<file path="config.mk">
export PLATFORM = sky130hd
export DESIGN_NAME = stop_watch_ctrl
export DESIGN_NICKNAME = d
export VERILOG_FILES = /design/src/rtl/stop_watch_ctrl.sv
export SDC_FILE = /design/constraint.sdc
export NUM_CORES = 1
export LEC_CHECK = 0
export CAP_MARGIN = 10
export CORE_ASPECT_RATIO = 1.1
export CORE_UTILIZATION = 55
export CTS_BUF_LIST = sky130_fd_sc_hd__clkbuf_8 sky130_fd_sc_hd__clkbuf_16
export CTS_CLUSTER_DIAMETER = 200
export DETAILED_ROUTE_END_ITERATION = 10
export PLACE_DENSITY_LB_ADDON = 0.08
export SLEW_MARGIN = 10
export SYNTH_ARGS = -nofsm -noshare
export SYNTH_HDL_FRONTEND = slang
export SYNTH_HIERARCHICAL = 1
export SYNTH_SLANG_ARGS = --single-unit
</file>
<file path="constraint.sdc">
create_clock -name Clk -period 2.5 [get_ports Clk]
set_input_delay 0.625 -clock Clk [delete_from_list [all_inputs] [get_ports Clk]]
set_output_delay 0.625 -clock Clk [all_outputs]
set_load 0.01 [all_outputs]
</file>
<file path="src/rtl/stop_watch_ctrl.sv">
// Stop-watch control front-end: per-button debounce, IDLE/RUN/PAUSE/LAP FSM and tick prescaler.
// Define STOP_WATCH_LAP_EN to enable the LAP state, the lap debouncer and lap_hold.

module stop_watch_ctrl_deb #(
  parameter int DEB_CYCLES = 1000
) (
  input  logic Clk,
  input  logic rst,
  input  logic btn_i,
  output logic evt_o
);
  localparam int CNT_W = $clog2(DEB_CYCLES);
  localparam logic [CNT_W-1:0] CNT_LAST = CNT_W'(DEB_CYCLES - 1);

  logic             sync1_q, sync2_q;
  logic             stable_q, stable_prev_q;
  logic             evt_q;
  logic [CNT_W-1:0] cnt_q;

  // Counter measures how long the synchronized level has disagreed with the accepted level.
  always_ff @(posedge Clk or posedge rst) begin
    if (rst) begin
      sync1_q       <= 1'b0;
      sync2_q       <= 1'b0;
      stable_q      <= 1'b0;
      stable_prev_q <= 1'b0;
      evt_q         <= 1'b0;
      cnt_q         <= '0;
    end else begin
      sync1_q       <= btn_i;
      sync2_q       <= sync1_q;
      stable_prev_q <= stable_q;
      evt_q         <= stable_q & ~stable_prev_q;
      if (sync2_q != stable_q) begin
        if (cnt_q == CNT_LAST) begin
          stable_q <= sync2_q;
          cnt_q    <= '0;
        end else begin
          cnt_q <= cnt_q + CNT_W'(1);
        end
      end else begin
        cnt_q <= '0;
      end
    end
  end

  assign evt_o = evt_q;
endmodule

module stop_watch_ctrl #(
  parameter int DEB_CYCLES = 1000,
  parameter int TICK_DIV   = 100,
  parameter int PRE_W      = 16
) (
  input  logic       Clk,
  input  logic       rst,
  input  logic       btn_start_stop,
  input  logic       btn_clear,
  input  logic       btn_lap,
  output logic       run,
  output logic       tick,
  output logic       clr,
  output logic       lap_hold,
  output logic [1:0] state
);
  localparam logic [1:0] S_IDLE  = 2'd0;
  localparam logic [1:0] S_RUN   = 2'd1;
  localparam logic [1:0] S_PAUSE = 2'd2;
  localparam logic [1:0] S_LAP   = 2'd3;
  localparam logic [PRE_W-1:0] PRE_LAST = PRE_W'(TICK_DIV - 1);

  logic ss_evt, clr_evt, lap_evt;

  stop_watch_ctrl_deb #(.DEB_CYCLES(DEB_CYCLES)) u_deb_ss (
    .Clk(Clk), .rst(rst), .btn_i(btn_start_stop), .evt_o(ss_evt)
  );
  stop_watch_ctrl_deb #(.DEB_CYCLES(DEB_CYCLES)) u_deb_clr (
    .Clk(Clk), .rst(rst), .btn_i(btn_clear), .evt_o(clr_evt)
  );
`ifdef STOP_WATCH_LAP_EN
  stop_watch_ctrl_deb #(.DEB_CYCLES(DEB_CYCLES)) u_deb_lap (
    .Clk(Clk), .rst(rst), .btn_i(btn_lap), .evt_o(lap_evt)
  );
`else
  logic unused_btn_lap;
  assign unused_btn_lap = btn_lap;
  assign lap_evt        = 1'b0;
`endif

  logic [1:0]       state_q, state_d;
  logic             run_q, run_d;
  logic             lap_hold_q, lap_hold_d;
  logic             clr_q, take_clr;
  logic             tick_q;
  logic [PRE_W-1:0] pre_q;
  logic             pre_wrap;

  // Priority clear > start_stop > lap; an event not valid in the current state falls through.
  always_comb begin
    state_d  = state_q;
    take_clr = 1'b0;
    case (state_q)
      S_IDLE: begin
        if (clr_evt)     take_clr = 1'b1;
        else if (ss_evt) state_d  = S_RUN;
      end
      S_RUN: begin
        if (ss_evt)       state_d = S_PAUSE;
        else if (lap_evt) state_d = S_LAP;
      end
      S_PAUSE: begin
        if (clr_evt) begin
          state_d  = S_IDLE;
          take_clr = 1'b1;
        end else if (ss_evt) begin
          state_d = S_RUN;
        end
      end
      S_LAP: begin
        if (ss_evt)       state_d = S_PAUSE;
        else if (lap_evt) state_d = S_RUN;
      end
      default: state_d = S_IDLE;
    endcase
  end

  assign run_d = (state_d == S_RUN) || (state_d == S_LAP);
`ifdef STOP_WATCH_LAP_EN
  assign lap_hold_d = (state_d == S_LAP);
`else
  assign lap_hold_d = 1'b0;
`endif
  assign pre_wrap = (pre_q == PRE_LAST);

  // Prescaler advances only on edges where counting continues, so tick never lands in PAUSE/IDLE.
  always_ff @(posedge Clk or posedge rst) begin
    if (rst) begin
      state_q    <= S_IDLE;
      run_q      <= 1'b0;
      lap_hold_q <= 1'b0;
      clr_q      <= 1'b0;
      tick_q     <= 1'b0;
      pre_q      <= '0;
    end else begin
      state_q    <= state_d;
      run_q      <= run_d;
      lap_hold_q <= lap_hold_d;
      clr_q      <= take_clr;
      tick_q     <= run_q & run_d & pre_wrap;
      if (take_clr) begin
        pre_q <= '0;
      end else if (run_q && run_d) begin
        pre_q <= pre_wrap ? '0 : pre_q + PRE_W'(1);
      end
    end
  end

  assign state    = state_q;
  assign run      = run_q;
  assign lap_hold = lap_hold_q;
  assign clr      = clr_q;
  assign tick     = tick_q;
endmodule
</file>
==> out/results.txt <==
initial antenna violation count: 0
postcts setup bufs: 0
CTS tree: done
htree depth: 2
die area: 0.00495 mm2
Arr. time, crit path: 2.17 ns
max_cap viols: 0
port bufs: 8
crit-path leading delay family: simple AND/OR/NAND/NOR gates
most common cell after layout, fill and taps aside: dfrtp_1
Layout Area Growth over Synthesis: 7.46%
Reg2Reg Depth: 7
outcome: complete, no violations
post-synthesis sequential area ratio: 0.497
Nets: 265
setup violators final: 0
Crit path depth: 7
Die Y: 73.7 um
Max-Slew Margin vs Limit: 0.511
core area: 0.00438 mm2
CP endpoint kind: flip-flop
Syn Area/Cell: 10.4 um2
critical path startpoint category: flip-flop
RePlAce Congestion: 0.847
post-DP HPWL: 3110 um
max-slew violations: 0
Root Driver: clkbuf_8
Post-Syn Instances: 248
final setup TNS: 0 ns
total gr overflow: 0
# resized after CTS: 0
routed via count: 1,840
Crit-path slowest cell: dfrtp_1
Post-Syn Nets: 256
GRT Total Usage: 0.203
Post-route DRC: 0
R2R Setup Slk: 0.49 ns
first-pass GRT wire length: 7490 um
Netlist cell types: 50
type of the worst setup path: flip-flop to flip-flop
Period minus WS final: 2.01 ns
Starting Density: 0.586
Post-Route WL: 4440 um
number of synthesized flops with an enable pin: 0
cts hold-fix bufs: 0
num rows: 25
Pre-Repair DR Iteration Count: 4
Synth async-reset ratio: 1.00
clock skew: 0.0147 ns
leakage power: 0.00129 uW
flops & latches, synth: 51
clock sink count: 51
Final Cell Area: 0.00276 mm2
CP bufs+invs: 1
Synth Warn #: 6
min-delay worst type: flip-flop to flip-flop
final hold vios: 0
synthesized cell area: 0.00257 mm2
FMAX: 0.498 GHz
Final ANT Viol Nets: 0
routed length per instance: 14.2 um
clk buf depth: 2
Pwr per Cell Area: 502 mW/mm2
period utilization: 0.803
Hold Path Cell Cnt: 0
1st-iter DRT viols: 137
share of layout cells above drive strength 1: 0.128
WP data required: 2.66 ns
Worst VDD drop: 465 uV
RSZ-0062 raised after global routing: false
DR vias/cell: 5.90
ANT cells: 0
largest net degree at the start of global routing: 22
Worst Max-Slew Pin Slew: 0.733 ns
CP max stage delay: 0.42 ns
crit path cell chain: ha_1 > and4b_1 > and4_1 > buf_4 > nor2_8 > o21ai_0 > a31oi_1
vias in the first global route: 1,706
Top FF cell, synth: dfrtp_1
crit-path max FO: 10
Worst-path clk slew: 0.10 ns
most frequent cells in the layout: dfrtp_1 (51), nor2_1 (28), nand2_1 (22)
clock insertion delay at the later pin of the skew report: 0.30 ns
DP Area: 0.00266 mm2
Num CTS Buffers: 5
Top Ports: 11
Die X: 67.1 um
## routing by layer
| layer | share of wire | GRT usage |
|---|---|---|
| met1 | 0.47 | 0.257 |
| met2 | 0.49 | 0.342 |
| met3 | 0.027 | 0.0357 |
| met4 | 0.013 | 0.0757 |
| met5 | 0 | 0 |
## sequential cells by signal (all words and copies together) (netlist names)
register                 cells
tick                         1
u_deb_ss/evt_o               1
u_deb_clr/stable_prev_q      1
state                        2
u_deb_ss/sync2_q             1
u_deb_ss/stable_q            1
u_deb_clr/sync1_q            1
u_deb_ss/cnt_q              10
u_deb_clr/evt_o              1
u_deb_clr/sync2_q            1
clr                          1
pre_q                       16
u_deb_ss/stable_prev_q       1
u_deb_clr/cnt_q             10
u_deb_clr/stable_q           1
u_deb_ss/sync1_q             1
run                          1
## power breakdown
part | total [uW] | leakage, uW | internal, uW | switching [uW]
Clock | 491 | 0.0000474 | 226 | 265
Combinational | 44.8 | 0.000545 | 16.5 | 28.2
Sequential | 848 | 0.000698 | 835 | 12.7
Total | 1380 | 0.00129 | 1080 | 306
## path summary, 6_finish.rpt
check / startpoint / end
setup / recovery: pre_q[0]$_DFFE_PP0P_ / pre_q[12]$_DFFE_PP0P_
max in group asynchronous: rst / u_deb_ss/cnt_q[3]$_DFF_PP0_
hold / removal: u_deb_clr/sync1_q$_DFF_PP0_ / u_deb_clr/sync2_q$_DFF_PP0_
min in group asynchronous: rst / state[1]$_DFF_PP0_
setup reg to reg: pre_q[0]$_DFFE_PP0P_ / pre_q[12]$_DFFE_PP0P_
hold reg to reg: u_deb_clr/sync1_q$_DFF_PP0_ / u_deb_clr/sync2_q$_DFF_PP0_
## synthesized netlist by cell type (3+ instances only)
cell type  instances  area, um2
ha_1               3       37.5
a21oi_1           10       50.1
nor2_1            28        105
buf_4              3       22.5
xor2_1             8       70.1
o21ai_0            9       45.0
nor2b_1            3       18.8
and3_1             3       18.8
nand4_1            3       18.8
inv_1              6       22.5
xnor2_1            6       52.6
nand2_1           22       82.6
and3_2             5       37.5
nor4_1             3       18.8
dfrtp_1           51       1280
nor3_1             5       25.0
a31oi_1           12       75.1
nand3_1           19       95.1
a41oi_1            3       26.3
## worst register-to-register path, delay by kind of cell, from the launching register on
| family | cells | cell delay, ns |
|---|---|---|
| fa+ha+maj | 1 | 0.34 |
| compound gates | 2 | 0.20 |
| simple gates | 3 | 0.70 |
| buf+inv | 1 | 0.21 |
| flops | 1 | 0.42 |
## stage by stage
| stage | utilization | std cells | hold WS (ns) | setup WS (ns) | total power (uW) |
|---|---|---|---|---|---|
| after floorplan | - | 248 | 0.331 | 0.766 | 894 |
| after global placement | 0.607 | 304 | 0.331 | 0.529 | 909 |
| after detailed placement | 0.607 | 304 | 0.336 | 0.513 | 910 |
| after CTS | 0.630 | 312 | 0.356 | 0.479 | 1400 |
| after global routing | 0.630 | 312 | 0.368 | 0.325 | 1450 |
| final | 0.630 | 312 | 0.351 | 0.492 | 1380 |
## kinds of logic after synthesis
kind of cell	count (synthesis)	synth area share
buffers and inverters	14	0.0361
and+or+nand+nor	111	0.250
other	1	0.00146
xor gates and xnor gates	14	0.0478
AOI/OAI and AO/OA	50	0.133
adders and majority gates	3	0.0146
muxes	4	0.0200
DFF	51	0.497
## layout make-up
class	count	area [um2]
well taps	54	67.6
multi-input cells	183	1200
inverters	6	22.5
flip-flops and latches	51	1280
clock inverters	2	16.3
repair buffers	10	95.1
clock buffers	6	82.6
fillers	369	1620
(Power assumes the default switching activity.)
